===== config.mk =====
export PLATFORM = sky130hd
export DESIGN_NAME = pipe_ctrl
export DESIGN_NICKNAME = d
export VERILOG_FILES = /design/src/rtl/pipe_ctrl_pkg.sv /design/src/rtl/pipe_stall_enc.sv /design/src/rtl/pipe_ctrl.sv
export SDC_FILE = /design/constraint.sdc
export NUM_CORES = 1
export LEC_CHECK = 0
export ABC_AREA = 1
export BUFFER_PORTS_ARGS = -buffer_cell sky130_fd_sc_hd__clkbuf_2
export CORE_ASPECT_RATIO = 0.9
export CORE_MARGIN = 1.5
export CORE_UTILIZATION = 38
export DETAILED_ROUTE_END_ITERATION = 10
export PLACE_DENSITY = 0.78
export SYNTH_ARGS = -nofsm -noshare
export SYNTH_HDL_FRONTEND = slang
export SYNTH_HIERARCHICAL = 1
export SYNTH_SLANG_ARGS = --single-unit

===== constraint.sdc =====
create_clock -name clk -period 1.4 [get_ports clk]
set_input_delay 0.07 -clock clk [delete_from_list [all_inputs] [get_ports clk]]
set_output_delay 0.07 -clock clk [all_outputs]
set_load 0.01 [all_outputs]

===== src/rtl/pipe_ctrl_pkg.sv =====
// pipe_ctrl_pkg: shared defines for the pipeline sequencer.
//   - stall vector encodings (bit0 PC, 1 IF, 2 ID, 3 EX, 4 MEM, 5 WB)
//   - MEM-stage exception codes
//   - common constants and the sequencer state type
package pipe_ctrl_pkg;

  localparam logic [5:0] STALL_NONE = 6'b000000;
  localparam logic [5:0] STALL_IF   = 6'b000011;
  localparam logic [5:0] STALL_ID   = 6'b000111;
  localparam logic [5:0] STALL_EX   = 6'b001111;
  localparam logic [5:0] STALL_MEM  = 6'b011111;

  localparam logic [31:0] EXC_INTERRUPT = 32'h0000_0001;
  localparam logic [31:0] EXC_SYSCALL   = 32'h0000_0008;
  localparam logic [31:0] EXC_INV_INST  = 32'h0000_000A;
  localparam logic [31:0] EXC_OVERFLOW  = 32'h0000_000C;
  localparam logic [31:0] EXC_TRAP      = 32'h0000_000D;
  localparam logic [31:0] EXC_ERET      = 32'h0000_000E;

  localparam logic [31:0] ZeroWord  = 32'h0000_0000;
  localparam logic        RstEnable = 1'b1;
  localparam logic        Stop      = 1'b1;
  localparam logic        NoStop    = 1'b0;

  // Two-bit encoding leaves spare codes; those recover to ST_RUN.
  typedef enum logic [1:0] {
    ST_RUN   = 2'b00,
    ST_FLUSH = 2'b01
  } state_t;

endpackage


===== src/rtl/pipe_stall_enc.sv =====
// pipe_stall_enc: combinational priority encoder from per-stage stall
// requests to the 6-bit stall vector. MEM > EX > ID > IF; a request holds
// its own stage and every earlier stage, so lower requests are masked.
// Ports:
//   stallreq_if_i/id_i/ex_i/mem_i : per-stage hold requests
//   stall_o                       : stall vector (1 = hold)
import pipe_ctrl_pkg::*;

module pipe_stall_enc (
  input  logic       stallreq_if_i,
  input  logic       stallreq_id_i,
  input  logic       stallreq_ex_i,
  input  logic       stallreq_mem_i,
  output logic [5:0] stall_o
);

  always_comb begin
    stall_o = STALL_NONE;
    if (stallreq_mem_i == Stop)
      stall_o = STALL_MEM;
    else if (stallreq_ex_i == Stop)
      stall_o = STALL_EX;
    else if (stallreq_id_i == Stop)
      stall_o = STALL_ID;
    else if (stallreq_if_i == Stop)
      stall_o = STALL_IF;
  end

endmodule


===== src/rtl/pipe_ctrl.sv =====
// pipe_ctrl: central pipeline sequencer for the 5-stage core.
//   - stall arbitration (combinational, only while in RUN)
//   - exception/ERET redirect: flush all stages for FLUSH_CYCLES cycles and
//     present the new fetch address on new_pc_o while flushing
// Optional build macro PIPE_CTRL_WDOG_EN adds a stall watchdog and the
// wdog_timeout_o output (sticky until rst).
// Ports:
//   clk, rst            : clock, synchronous active-high reset
//   stallreq_*_i        : stage hold requests (IF, ID, EX, MEM)
//   excepttype_i        : MEM-stage exception code, 0 = none
//   epc_i               : EPC used as the ERET target
//   stall_o             : stall vector, bit0 PC .. bit5 WB
//   flush_o             : clear all stage registers
//   new_pc_o            : redirect address, valid while flush_o=1
//   busy_o              : sequencer not in RUN
//   wdog_timeout_o      : (PIPE_CTRL_WDOG_EN only) stall watchdog fired
import pipe_ctrl_pkg::*;

module pipe_ctrl #(
  parameter logic [31:0] EXC_VECTOR   = 32'h0000_0020,
  parameter int          FLUSH_CYCLES = 1,
  parameter int          WDOG_LIMIT   = 1023
) (
  input  logic        clk,
  input  logic        rst,
  input  logic        stallreq_if_i,
  input  logic        stallreq_id_i,
  input  logic        stallreq_ex_i,
  input  logic        stallreq_mem_i,
  input  logic [31:0] excepttype_i,
  input  logic [31:0] epc_i,
  output logic [5:0]  stall_o,
  output logic        flush_o,
  output logic [31:0] new_pc_o,
  output logic        busy_o
`ifdef PIPE_CTRL_WDOG_EN
  ,
  output logic        wdog_timeout_o
`endif
);

  generate
    if (FLUSH_CYCLES < 1 || FLUSH_CYCLES > 15) begin : g_bad_flush_cycles
      $error("pipe_ctrl: FLUSH_CYCLES must be within 1..15");
    end
    if (WDOG_LIMIT < 1 || WDOG_LIMIT > 65535) begin : g_bad_wdog_limit
      $error("pipe_ctrl: WDOG_LIMIT must be within 1..65535");
    end
  endgenerate

  localparam logic [3:0] FLUSH_LOAD = 4'(FLUSH_CYCLES - 1);

  state_t      state_reg;
  logic [3:0]  flush_cnt_reg;
  logic [5:0]  stall_enc;

  pipe_stall_enc u_stall_enc (
    .stallreq_if_i  (stallreq_if_i),
    .stallreq_id_i  (stallreq_id_i),
    .stallreq_ex_i  (stallreq_ex_i),
    .stallreq_mem_i (stallreq_mem_i),
    .stall_o        (stall_enc)
  );

  // Stages need the hold in the same cycle, so this stays combinational.
  // Held at zero while flushing and while reset is asserted.
  always_comb begin
    stall_o = STALL_NONE;
    if (state_reg == ST_RUN && rst != RstEnable)
      stall_o = stall_enc;
  end

  // Redirect sequencer. An exception seen in RUN wins over any stall in the
  // same cycle; while in FLUSH all requests and exceptions are ignored.
  always_ff @(posedge clk) begin
    if (rst == RstEnable) begin
      state_reg     <= ST_RUN;
      flush_cnt_reg <= 4'd0;
      flush_o       <= 1'b0;
      new_pc_o      <= ZeroWord;
      busy_o        <= 1'b0;
    end else begin
      case (state_reg)
        ST_RUN: begin
          if (excepttype_i != ZeroWord) begin
            state_reg     <= ST_FLUSH;
            flush_cnt_reg <= FLUSH_LOAD;
            flush_o       <= 1'b1;
            busy_o        <= 1'b1;
            new_pc_o      <= (excepttype_i == EXC_ERET) ? epc_i : EXC_VECTOR;
          end else begin
            flush_o  <= 1'b0;
            busy_o   <= 1'b0;
            new_pc_o <= ZeroWord;
          end
        end
        ST_FLUSH: begin
          if (flush_cnt_reg == 4'd0) begin
            state_reg <= ST_RUN;
            flush_o   <= 1'b0;
            busy_o    <= 1'b0;
            new_pc_o  <= ZeroWord;
          end else begin
            flush_cnt_reg <= flush_cnt_reg - 4'd1;
          end
        end
        default: begin
          state_reg     <= ST_RUN;
          flush_cnt_reg <= 4'd0;
          flush_o       <= 1'b0;
          new_pc_o      <= ZeroWord;
          busy_o        <= 1'b0;
        end
      endcase
    end
  end

`ifdef PIPE_CTRL_WDOG_EN
  // Counts consecutive stalled cycles. The timeout flag rises on the same
  // edge the count reaches WDOG_LIMIT and is sticky until reset.
  logic [15:0] wdog_cnt_reg;
  logic [16:0] wdog_cnt_inc;

  assign wdog_cnt_inc = {1'b0, wdog_cnt_reg} + 17'd1;

  always_ff @(posedge clk) begin
    if (rst == RstEnable) begin
      wdog_cnt_reg   <= 16'd0;
      wdog_timeout_o <= 1'b0;
    end else if (stall_o == STALL_NONE || flush_o) begin
      wdog_cnt_reg <= 16'd0;
    end else begin
      if (wdog_cnt_reg != 16'hFFFF)
        wdog_cnt_reg <= wdog_cnt_inc[15:0];
      if (wdog_cnt_inc >= 17'(WDOG_LIMIT))
        wdog_timeout_o <= 1'b1;
    end
  end
`endif

endmodule


==> flow_summary.ini <==
[sta]
drv_slew = 0
finalCritPeriodShare_pct = 94.53
setup-violations-final = 0
layout_setup_ws_ns = 0.07655
grt_setup_unrepaired = no
fin_hold_ws_ns = 0.02480
max_freq_mhz = 755.6
hold_violations = 0
min_period_ns = 1.323
skew_ns = 0.003796

[status]
status = finished, final reports clean

[final_layout]
mostFrequentLayoutCell = clkbuf_2
largest_reg_flops = 32
most-common-layout-cells = clkbuf_2 (108), nand2_1 (49), nand3_1 (36), dfxtp_1 (36), a21oi_1 (34)
finalNetCount = 420
diodes = 0
syn_to_final_growth_pct = 44.16
final_layout_size_suffix_gt1_share_pct = 40.52
multi_input_area_sq_um = 789.5
finalInstanceArea_sq_um = 2504
nFillCells = 467
final_util_pct = 56.49
final_cells = 410
seq_area_sq_um = 763.2

[logic_synthesis]
synth-compound-area-share_pct = 11.74
syn_area_sq_um = 1737
yosys.area_share.simple_pct = 30.62
synth_top_family_by_area = simple AND/OR/NAND/NOR gates
synthMuxAreaShare_pct = 0
synth-seq-cells = 38
synth_fa_ha_area_share_pct = 1.441
ys_seq_area_share_pct = 43.80
synth_nets = 312
yosys_warnings = 6
yosysUniqueCellTypes = 23
syn_area_per_cell_sq_um = 7.236
synth_xor_area_share_pct = 0.5043
syn_inst = 240

[placed_design]
dpl.cell_count = 400
gp_congestion = 0.7097
dp_hpwl_microns = 3153
io_buffers = 108
place_ws_ns = -0.06040
place_area_sq_um = 2310

[detailed_routing]
vias = 1901
wirelength_microns = 4353
ant_nets = 0
drt_iter0_drc = 63
drt_first_pass_iters = 6
route.detailed.drc = 0
avgRoutedWirePerCell_microns = 10.62
viasPerCell = 4.637

[global_routing]
grt_max_degree = 37
use_met3_pct = 4.328
grt_pass1_vias = 1634
grt_usage_pct = 17.22
met1_usage_pct = 21.55
antenna_found_initial = 0
grt-busiest-layer = met2
grtUsageMet2_pct = 29.46
grt_pass1_wl_microns = 6803
gr-total-overflow = 0

[die]
rows = 23
die_w_microns = 74.26
start_util_pct = 39.19
dieArea_sq_um = 4985
io_pins = 110
die_h_microns = 67.14
core_sq_um = 4432

[worst_setup_path]
endpoint_kind = register
critPathKind = register to register
cp.required_ns = 1.56
worstPathArrival_ns = 1.49
cp_slowest_stage_delay_ns = 0.33
cp_max_fo = 16
cp_slowest_cell = dfxtp_2
worstPathCellList = inv_2 -> ha_1 -> nand3_1 -> nand2_2 -> clkinv_4 -> buf_12 -> nand2_1 -> a21oi_2
worstSetupStartpointType = register

[clock_tree]
htree_num_levels = 2
clockBufferDepth = 2
cts_tree = yes
cts.sinks = 38
clock_latency_ns = 0.28
cts_buffers = 5
hold_buffers = 0
cts_root_buf = clkbuf_8
path_clk_slew_ns = 0.07

[pwr]
ir_worst_vdd_v = 0.0005316
p_leak_uw = 0.001164
powerDensity_nw_per_um2 = 979.9

[run]
cap_violations = 0

[min_path]
hp-class = input port to register
-- critical path: cells and delay by family, from the launching register on --
kind	cells	cell delay, ns
AO/OA/AOI/OAI	1	0.05
adder cells (fa/ha/maj)	1	0.14
buffers and inverters	3	0.34
flip-flops	1	0.33
AND/OR/NAND/NOR	3	0.32
-- stage by stage --
stage	power [uW]	TNS, ns
6_report	2453	0
5_1_grt	2567	0
4_1_cts	2436	0
3_5_place_dp	1494	-1.521
3_3_place_gp	1487	0
2_1_floorplan	1333	0
-- kinds of logic (layout without fill, tap and decap cells) --
logic type | count (synthesis) | after routing
AOI/OAI and AO/OA | 40 | 40
xor gates and xnor gates | 1 | 1
adders and majority gates | 2 | 2
buffers and inverters | 35 | 143
DFF | 38 | 38
other | 1 | 1
and+or+nand+nor | 123 | 123
-- routing by layer --
layer | part of all wire (%) | vias up
li1 | - | 988
met4 | 0.85 | 0
met2 | 48 | 66
met3 | 6.9 | 7
met1 | 45 | 840
met5 | 0 | -
-- what timing repair did --
action	CTS	global route
setup endpoints to repair	33	41
pin swaps	0	1
resized for setup	1	11
gates cloned	0	2
setup buffers	0	1
-- layout make-up --
cell class                      count  share of cell area [%]
Timing Repair Buffer              118                   27.49
Inverter                           18                   2.899
Clock inverter                      1                   1.199
Multi-Input combinational cell    167                   31.53
Clock buffer                        6                   3.298
Tap cell                           62                   3.098
Sequential cell                    38                   30.48
-- worst paths after layout --
| check | start | to | slack [ns] | cells after the start |
|---|---|---|---|---|
| worst max register to register | flush_cnt_reg[0]$_SDFFE_PP0P_ | new_pc_o[7]$_SDFFE_PP0P_ | 0.08 | 8 |
| worst max-delay path | flush_cnt_reg[0]$_SDFFE_PP0P_ | new_pc_o[7]$_SDFFE_PP0P_ | 0.08 | 8 |
| worst min-delay path | epc_i[9] | new_pc_o[9]$_SDFFE_PP0P_ | 0.02 | 3 |
| worst min register to register | flush_cnt_reg[0]$_SDFFE_PP0P_ | flush_cnt_reg[0]$_SDFFE_PP0P_ | 0.44 | 1 |
-- synthesized netlist by cell type --
library cell / number / area share [%]
nand4_1: 1 / 0.36
nand2_1: 51 / 11
nand3_1: 36 / 10
nor2_4: 1 / 0.65
nor2_2: 2 / 0.72
a21oi_1: 37 / 11
dfxtp_1: 38 / 44
xnor2_1: 1 / 0.50
buf_1: 1 / 0.22
buf_4: 7 / 3.0
nand2_2: 1 / 0.36
clkbuf_1: 3 / 0.65
conb_1: 1 / 0.22
nor2_1: 27 / 5.8
o21ai_2: 1 / 0.50
o21ai_0: 2 / 0.58
buf_6: 6 / 3.9
inv_1: 16 / 3.5
ha_1: 2 / 1.4
or2_1: 1 / 0.36
clkinv_1: 2 / 0.43
nor3_1: 2 / 0.58
or2_2: 1 / 0.36
-- power breakdown --
| part | internal, uW | switching [uW] | total, uW | leakage [uW] |
|---|---|---|---|---|
| combinational | 196 | 208 | 404 | 0.000798 |
| sequential | 1100 | 12.4 | 1110 | 0.000308 |
| clock | 570 | 368 | 938 | 0.0000573 |
No activity file was read; power rests on OpenSTA's default activity.
